==> src/rtl/uart_hex_line_pkg.sv <==
// ----------------------------------------------------------------------------
// uart_hex_line_pkg
//   Shared definitions for the UART hex line tokenizer: FSM state encoding,
//   the ASCII control characters the classifier reacts to, and the digit
//   counter saturation helper.
// ----------------------------------------------------------------------------
package uart_hex_line_pkg;

    typedef enum logic [2:0] {
        IDLE    = 3'd0,
        SETTLE  = 3'd1,
        POP     = 3'd2,
        ECHO    = 3'd3,
        ECHO_LF = 3'd4,
        EMIT    = 3'd5
    } state_t;

    localparam logic [7:0] ASCII_CR = 8'h0D;
    localparam logic [7:0] ASCII_LF = 8'h0A;
    localparam logic [7:0] ASCII_SP = 8'h20;

    // A token holds at most eight nibbles; further digits push the oldest out.
    localparam int unsigned MAX_DIGITS = 8;

    function automatic logic [3:0] digit_count_inc(input logic [3:0] cnt);
        return (cnt >= 4'(MAX_DIGITS)) ? 4'(MAX_DIGITS) : cnt + 4'd1;
    endfunction

endpackage

==> src/rtl/uart_hex_line_hex_nibble_dec.sv <==
// ----------------------------------------------------------------------------
// hex_nibble_dec
//   Combinational ASCII hex digit decoder.
//   Ports:
//     data_in : ASCII byte to decode
//     nibble  : value 0-15 of the digit (0 when not a hex digit)
//     is_hex  : 1 for '0'-'9', 'A'-'F', 'a'-'f'
// ----------------------------------------------------------------------------
module hex_nibble_dec (
    input  logic [7:0] data_in,
    output logic [3:0] nibble,
    output logic       is_hex
);

    always_comb begin
        nibble = '0;
        is_hex = 1'b0;
        if (data_in >= 8'h30 && data_in <= 8'h39) begin
            is_hex = 1'b1;
            nibble = data_in[3:0];
        end else if ((data_in >= 8'h41 && data_in <= 8'h46) ||
                     (data_in >= 8'h61 && data_in <= 8'h66)) begin
            // 'A'/'a' have low nibble 1, so adding 9 yields 10..15.
            is_hex = 1'b1;
            nibble = data_in[3:0] + 4'd9;
        end
    end

endmodule

==> src/rtl/uart_hex_line.sv <==
// ----------------------------------------------------------------------------
// uart_hex_line
//   Pulls bytes from an rx FIFO, optionally echoes them to a tx FIFO (CR is
//   echoed as CR LF), and accumulates ASCII hex digits into 32-bit tokens.
//   Space ends a token (if it has digits), CR ends a token and the line.
//   Illegal characters set a sticky line error reported on every token of
//   the line.
//   Ports:
//     clk, rst                  : clock, async active-high reset
//     rx_fifo_dvalid, rx_rdata  : rx FIFO not-empty flag and head byte
//     rx_rden                   : one-cycle rx pop
//     tx_fifo_full              : tx FIFO cannot accept a byte
//     tx_wdata, tx_wten         : echo byte and one-cycle tx push
//     tok_data/last/err/nodig   : token payload, held while tok_valid
//     tok_valid, tok_ready      : token handshake
// ----------------------------------------------------------------------------
module uart_hex_line
    import uart_hex_line_pkg::*;
#(
    parameter bit ECHO_EN = 1'b1
) (
    input  logic        clk,
    input  logic        rst,
    input  logic        rx_fifo_dvalid,
    input  logic [7:0]  rx_rdata,
    output logic        rx_rden,
    input  logic        tx_fifo_full,
    output logic [7:0]  tx_wdata,
    output logic        tx_wten,
    output logic [31:0] tok_data,
    output logic        tok_valid,
    input  logic        tok_ready,
    output logic        tok_last,
    output logic        tok_err,
    output logic        tok_nodig
);

    state_t      state;
    logic [7:0]  cur_byte;
    logic [31:0] acc;
    logic [3:0]  dig_cnt;
    logic        line_err;

    // Classification inputs: without echo the byte is classified in POP,
    // straight from the FIFO head, before cur_byte has been loaded.
    logic [7:0]  cls_byte;
    logic [3:0]  cls_nibble;
    logic        cls_is_hex;
    logic        cls_go;
    logic        cls_emit;
    logic        cls_last;
    logic        cls_bad;

    assign cls_byte = (state == POP) ? rx_rdata : cur_byte;

    hex_nibble_dec u_dec (
        .data_in (cls_byte),
        .nibble  (cls_nibble),
        .is_hex  (cls_is_hex)
    );

    // The push strobe is qualified by the live full flag so a push can never
    // coincide with full, even if full rises in the same cycle.
    assign tx_wten = ((state == ECHO) || (state == ECHO_LF)) && !tx_fifo_full;

    // Cycle in which the current byte is classified and the FSM leaves the
    // pop/echo path.
    always_comb begin
        cls_go = 1'b0;
        case (state)
            POP:     cls_go = !ECHO_EN;
            ECHO:    cls_go = !tx_fifo_full && (cur_byte != ASCII_CR);
            ECHO_LF: cls_go = !tx_fifo_full;
            default: cls_go = 1'b0;
        endcase
    end

    always_comb begin
        cls_emit = 1'b0;
        cls_last = 1'b0;
        cls_bad  = 1'b0;
        if (cls_is_hex) begin
            cls_emit = 1'b0;
        end else if (cls_byte == ASCII_SP) begin
            cls_emit = (dig_cnt != 4'd0);
        end else if (cls_byte == ASCII_CR) begin
            cls_emit = 1'b1;
            cls_last = 1'b1;
        end else if (cls_byte == ASCII_LF) begin
            cls_emit = 1'b0;
        end else begin
            cls_bad = 1'b1;
        end
    end

    always_ff @(posedge clk or posedge rst) begin
        if (rst) begin
            state     <= IDLE;
            cur_byte  <= '0;
            acc       <= '0;
            dig_cnt   <= '0;
            line_err  <= 1'b0;
            rx_rden   <= 1'b0;
            tx_wdata  <= '0;
            tok_valid <= 1'b0;
            tok_data  <= '0;
            tok_last  <= 1'b0;
            tok_err   <= 1'b0;
            tok_nodig <= 1'b0;
        end else begin
            rx_rden <= 1'b0;

            case (state)
                IDLE: begin
                    if (rx_fifo_dvalid) begin
                        state <= SETTLE;
                    end
                end

                SETTLE: begin
                    // The pop strobe is registered, so it is launched here
                    // and is high exactly for the POP cycle.
                    if (rx_fifo_dvalid) begin
                        state   <= POP;
                        rx_rden <= 1'b1;
                    end else begin
                        state <= IDLE;
                    end
                end

                POP: begin
                    cur_byte <= rx_rdata;
                    if (ECHO_EN) begin
                        state    <= ECHO;
                        tx_wdata <= rx_rdata;
                    end
                end

                ECHO: begin
                    if (!tx_fifo_full && cur_byte == ASCII_CR) begin
                        state    <= ECHO_LF;
                        tx_wdata <= ASCII_LF;
                    end
                end

                ECHO_LF: begin
                    // Leaves through the classify path below.
                end

                EMIT: begin
                    if (tok_ready) begin
                        state     <= IDLE;
                        tok_valid <= 1'b0;
                        tok_data  <= '0;
                        tok_last  <= 1'b0;
                        tok_err   <= 1'b0;
                        tok_nodig <= 1'b0;
                        acc       <= '0;
                        dig_cnt   <= '0;
                        if (tok_last) begin
                            line_err <= 1'b0;
                        end
                    end
                end

                default: state <= IDLE;
            endcase

            // Classification overrides the next state chosen above.
            if (cls_go) begin
                state <= cls_emit ? EMIT : IDLE;
                if (cls_is_hex) begin
                    acc     <= {acc[27:0], cls_nibble};
                    dig_cnt <= digit_count_inc(dig_cnt);
                end
                if (cls_bad) begin
                    line_err <= 1'b1;
                end
                if (cls_emit) begin
                    tok_valid <= 1'b1;
                    tok_data  <= acc;
                    tok_last  <= cls_last;
                    tok_err   <= line_err;
                    tok_nodig <= (dig_cnt == 4'd0);
                end
            end
        end
    end

endmodule

==> config.mk <==
export PLATFORM = sky130hd
export DESIGN_NAME = uart_hex_line
export DESIGN_NICKNAME = d
export VERILOG_FILES = /design/src/rtl/uart_hex_line_pkg.sv /design/src/rtl/uart_hex_line_hex_nibble_dec.sv /design/src/rtl/uart_hex_line.sv
export SDC_FILE = /design/constraint.sdc
export NUM_CORES = 1
export LEC_CHECK = 0
export ABC_AREA = 1
export CORE_UTILIZATION = 50
export DETAILED_ROUTE_END_ITERATION = 8
export PLACE_DENSITY_LB_ADDON = 0.08
export SETUP_SLACK_MARGIN = 0.4
export SLEW_MARGIN = 20
export SYNTH_ARGS = -nofsm -noshare
export SYNTH_HDL_FRONTEND = slang
export SYNTH_HIERARCHICAL = 1
export SYNTH_SLANG_ARGS = --single-unit
==> constraint.sdc <==
create_clock -name clk -period 3.5 [get_ports clk]
set_input_delay 0.7 -clock clk [delete_from_list [all_inputs] [get_ports clk]]
set_output_delay 0.7 -clock clk [all_outputs]
set_load 0.02 [all_outputs]
==> impl_results.rst <==
.. list-table::
   :header-rows: 1

   * - Metric
     - Value
   * - Clock sinks
     - slightly above 90
   * - Later-pin clock latency in the skew report
     - approximately 0.36 ns
   * - # nets final
     - around 630
   * - Leakage Power
     - 2.94 nW
   * - # fillers
     - 780
   * - Number of synthesized flops with an enable pin
     - 0
   * - DRC errors left
     - 0
   * - Register clock-pin slew on the reported worst setup and hold paths
     - ~0.090 ns
   * - Starting density of the core
     - 0.516
   * - Required time at the worst-slack endpoint
     - approximately 3.8 ns
   * - Synthesized area per cell
     - just over 8 um2
   * - Global route total overflow
     - 0
   * - Height of the die
     - ~97 um
   * - Time the worst path needs with I/O delays and setup
     - 2.85 ns
   * - Number of vias per cell
     - roughly 5.1
   * - Max-slew violations
     - 0
   * - Crit path DAT
     - roughly 3.1 ns
   * - Net switching power
     - about 1.5 mW
   * - Crit path launch type
     - flop
   * - Cells on Worst Hold Path
     - 2
   * - Startpoint of the lowest-slack register-to-register path
     - state[0]
   * - Worst Setup Path Type
     - reg -> reg
   * - Maximum capacitance violations
     - 0
   * - Status
     - finished, final reports clean
   * - Beginning of the worst hold path
     - tx_wdata[5]
   * - Fraction of layout instances using a drive strength above 1
     - 0.0890
   * - Max VDD drop
     - between 0.0002 and 0.0003 V
   * - Slowest cell on the critical path
     - sky130_fd_sc_hd__dfrtp_1
   * - Number of diodes
     - 0
   * - Wire length of the first global-routing pass
     - around 17000 um
   * - Count of mapped cells out of synthesis
     - about 550
   * - Detailed router's first-iteration violation count
     - between 200 and 250
   * - Detailed-route via count
     - 3712
   * - Overall die area
     - just over 9000 um2
   * - Type of destination of the critical path
     - flop
   * - Final Cycle Share
     - 0.813
   * - Total number of H-tree levels
     - 3
   * - Worst-Margin Slew
     - 0.694 ns
   * - Max Root-Sink Buffers
     - 2
   * - Total power divided by cell area
     - roughly 720 nW/um2
   * - Dominant register cell in the synthesized netlist
     - sky130_fd_sc_hd__dfrtp_1
   * - Detailed Route WL
     - just under 10000 um
   * - Synth area leaders
     - sky130_fd_sc_hd__dfrtp_1 (52%), sky130_fd_sc_hd__nand2_1 (15%), sky130_fd_sc_hd__inv_1 (8.3%)
   * - Number of buffers added by the clock tree synthesis step
     - 9
   * - Area after DPL
     - between 5000 and 6000 um2
   * - Yosys reg bits
     - 93
   * - Portion of synthesized cell area occupied by the leading cell type
     - 0.520
   * - Number of distinct library cells after synthesis
     - 29
   * - R2R cell count
     - 16
   * - Sequential element share of the synthesized area
     - 0.520
   * - Top cell by count, worst path
     - sky130_fd_sc_hd__nand2_1
   * - # rows
     - 34
   * - Die extent in x
     - between 90 and 100 um
   * - Capture point of the worst reg-to-reg path
     - tok_err
   * - Kind of cell adding the most delay to the critical path
     - simple AND/OR/NAND/NOR gates
   * - Count of TritonRoute iterations in the first routing pass
     - 4
   * - Vias in the first global route
     - 3626
   * - RSZ-0062 raised after global routing
     - no
   * - Area growth, synth to finish
     - 21.3%
   * - Worst hold endpoint
     - tx_wdata[5]
   * - Ys Warns
     - 6
   * - Comb pwr share
     - 0.393
   * - Switching part of the total power
     - 0.393
   * - Number of buffers inserted by port buffering
     - a little under 60
   * - Mapped Area
     - 4480 um2
   * - Count of pins on the block boundary
     - 59
   * - Final-report setup violation count
     - 0
   * - Part of the power in registers
     - 0.405
   * - Most frequently used cell type in the post-synthesis netlist
     - sky130_fd_sc_hd__nand2_1
   * - Hold Fails Final Rpt
     - 0
   * - Final instance area
     - ~5400 um2
   * - Post-DR wirelength/cell
     - 13.5 um
   * - Share of async-settable or async-resettable flops after synthesis
     - 1.00
   * - Fmax achieved
     - between 300 and 400 MHz
   * - Register-to-Register Setup Slack
     - between 0.6 and 0.7 ns
   * - Class of the tightest hold or removal check
     - reg -> reg
   * - Buffers & Inverters on Critical Path
     - 4
   * - Post-route ant nets
     - 0
   * - Crit path max fanout
     - 22
   * - Worst slew margin
     - 0.536
   * - CTS tree
     - yes
   * - Leading post-synthesis cells by instance count
     - sky130_fd_sc_hd__nand2_1 (177), sky130_fd_sc_hd__inv_1 (99), sky130_fd_sc_hd__dfrtp_1 (93)
   * - Internal power
     - 2.37 mW
   * - CTS Root Cell
     - sky130_fd_sc_hd__clkbuf_8
   * - Global router's overall resource usage
     - 0.222
   * - Worst Skew
     - 0.00977 ns
   * - Area of the placeable core
     - slightly below 9000 um2
   * - Number of antenna violations at the first check in global routing
     - 0
   * - Weighted congestion reported at the end of routability-driven placement
     - 0.801
   * - Post-Synthesis Net Count
     - 570
   * - Largest net degree at the start of global routing
     - 94
   * - Peak per-stage delay on the critical path
     - about 0.49 ns
   * - Part of the power in the clock network
     - 0.202
   * - Post-route setup TNS
     - 0 ns
   * - Ordered cell list for the critical path
     - nor2_4 -> nand2_4 -> nand2_1 -> nand2_1 -> inv_1 -> inv_1 -> ha_1 -> nor2_1 -> nand3_1 -> nand2_1 -> nand2_1 -> nor2_4 -> buf_4 -> nand4_1 -> nand2_1 -> inv_1
   * - Biggest area consumer among synthesized cells
     - sky130_fd_sc_hd__dfrtp_1
   * - Post-detailed-placement half-perimeter wirelength
     - around 6400 um
==> cells in the final DEF (no fill, tap or decap) <==
master	n
sky130_fd_sc_hd__nand2_1	177
sky130_fd_sc_hd__inv_1	98
sky130_fd_sc_hd__dfrtp_1	91
sky130_fd_sc_hd__clkdlybuf4s50_1	58
sky130_fd_sc_hd__nand4_1	35
sky130_fd_sc_hd__o22ai_1	28
sky130_fd_sc_hd__nand3_1	25
sky130_fd_sc_hd__buf_4	16
sky130_fd_sc_hd__nor2_1	12
sky130_fd_sc_hd__o21ai_0	12
sky130_fd_sc_hd__clkbuf_8	9
sky130_fd_sc_hd__nand3b_1	6
sky130_fd_sc_hd__nor2_2	6
sky130_fd_sc_hd__nor3_1	5
sky130_fd_sc_hd__ha_1	5
sky130_fd_sc_hd__clkinvlp_4	4
sky130_fd_sc_hd__a21oi_1	4
sky130_fd_sc_hd__nor2_4	3
sky130_fd_sc_hd__nand3_2	3
sky130_fd_sc_hd__nand2_4	2
sky130_fd_sc_hd__nand2_2	2
sky130_fd_sc_hd__o21a_1	2
sky130_fd_sc_hd__clkbuf_1	2
sky130_fd_sc_hd__bufinv_16	2
sky130_fd_sc_hd__dfrtp_2	2
sky130_fd_sc_hd__inv_2	1
sky130_fd_sc_hd__a31oi_1	1
sky130_fd_sc_hd__and2_1	1
sky130_fd_sc_hd__inv_6	1
sky130_fd_sc_hd__buf_6	1
sky130_fd_sc_hd__buf_12	1
sky130_fd_sc_hd__o21ai_2	1
sky130_fd_sc_hd__nor3_2	1
sky130_fd_sc_hd__xor2_1	1
==> state kept, by name, indices dropped and copies added, names as in the netlist <==
register	cells
acc	32
cur_byte	8
dig_cnt	4
line_err	1
rx_rden	1
state	3
tok_data	32
tok_err	1
tok_last	1
tok_nodig	1
tok_valid	1
tx_wdata	8
==> metal layers <==
metal / wire (um) / up-vias / GRT usage / part of all wire
met1: 4720 / 1755 / 0.312 / 0.48
li1: - / 1866 / - / -
met4: 174 / 0 / 0.0861 / 0.018
met3: 371 / 17 / 0.0397 / 0.038
met5: 0 / - / 0 / 0
met2: 4570 / 74 / 0.345 / 0.46
==> stage by stage <==
stage	hold slack (ns)	util	setup slack [ns]	instances	power, mW
5_1_grt	0.520	0.626	0.342	726	4.19
4_1_cts	0.484	0.617	0.542	717	3.83
3_3_place_gp	0.453	0.592	0.471	701	2.98
6_report	0.475	0.626	0.654	726	3.90
3_5_place_dp	0.463	0.592	0.340	701	3.04
2_1_floorplan	0.449	-	0.923	552	2.62
==> worst max path at each step <==
| stage | cells past startpoint | end | slack (ns) | from |
|---|---|---|---|---|
| after floorplan | 14 | acc[11] | 0.92 | rx_rdata[1] |
| after global routing | 16 | tok_data[16] | 0.34 | state[2] |
| after CTS | 16 | dig_cnt[2] | 0.54 | state[0] |
| after detailed placement | 16 | dig_cnt[2] | 0.34 | rx_rdata[1] |
| final | 16 | tok_err | 0.65 | state[0] |
| after global placement | 14 | tok_err | 0.47 | rx_rdata[0] |
==> logic make-up (layout without fill, tap and decap cells) <==
kind of cell / count (synthesis) / after routing / share of synthesized area
flops: 93 / 93 / 0.520
simple gates: 277 / 278 / 0.284
xor+xnor: 1 / 1 / 0.00196
compound gates: 48 / 48 / 0.0629
fa+ha+maj: 5 / 5 / 0.0140
buf+inv: 128 / 193 / 0.118
==> what timing repair did <==
item                       4_1_cts  5_1_grt
setup endpoints to repair        0       74
resized for setup                0        5
setup buffers                    0        8
hold buffers                     0        0
==> area by class of cell <==
| class | instances | area, um2 | share of cell area |
|---|---|---|---|
| Tap cell | 108 | 135 | 0.0249 |
| Multi-Input combinational cell | 332 | 1630 | 0.301 |
| Timing Repair Buffer | 76 | 732 | 0.135 |
| Clock inverter | 5 | 83.8 | 0.0154 |
| Sequential cell | 93 | 2330 | 0.429 |
| Clock buffer | 11 | 131 | 0.0242 |
| Inverter | 101 | 387 | 0.0712 |
==> tightest hold or removal path, delay by kind of cell (launching register included) <==
family / cells / cell delay, ns
DFF: 1 / 0.35
and+or+nand+nor: 2 / 0.10
==> power by group through the flow <==
stage / registers, mW / clock network [mW] / logic (mW)
global route: 1.62 / 0.837 / 1.72
floorplan: 1.64 / 0 / 0.974
CTS: 1.57 / 0.805 / 1.46
global placement: 1.59 / 0 / 1.40
detailed placement: 1.59 / 0 / 1.44
finish: 1.58 / 0.787 / 1.54
No activity file was read; power rests on OpenSTA's default activity.
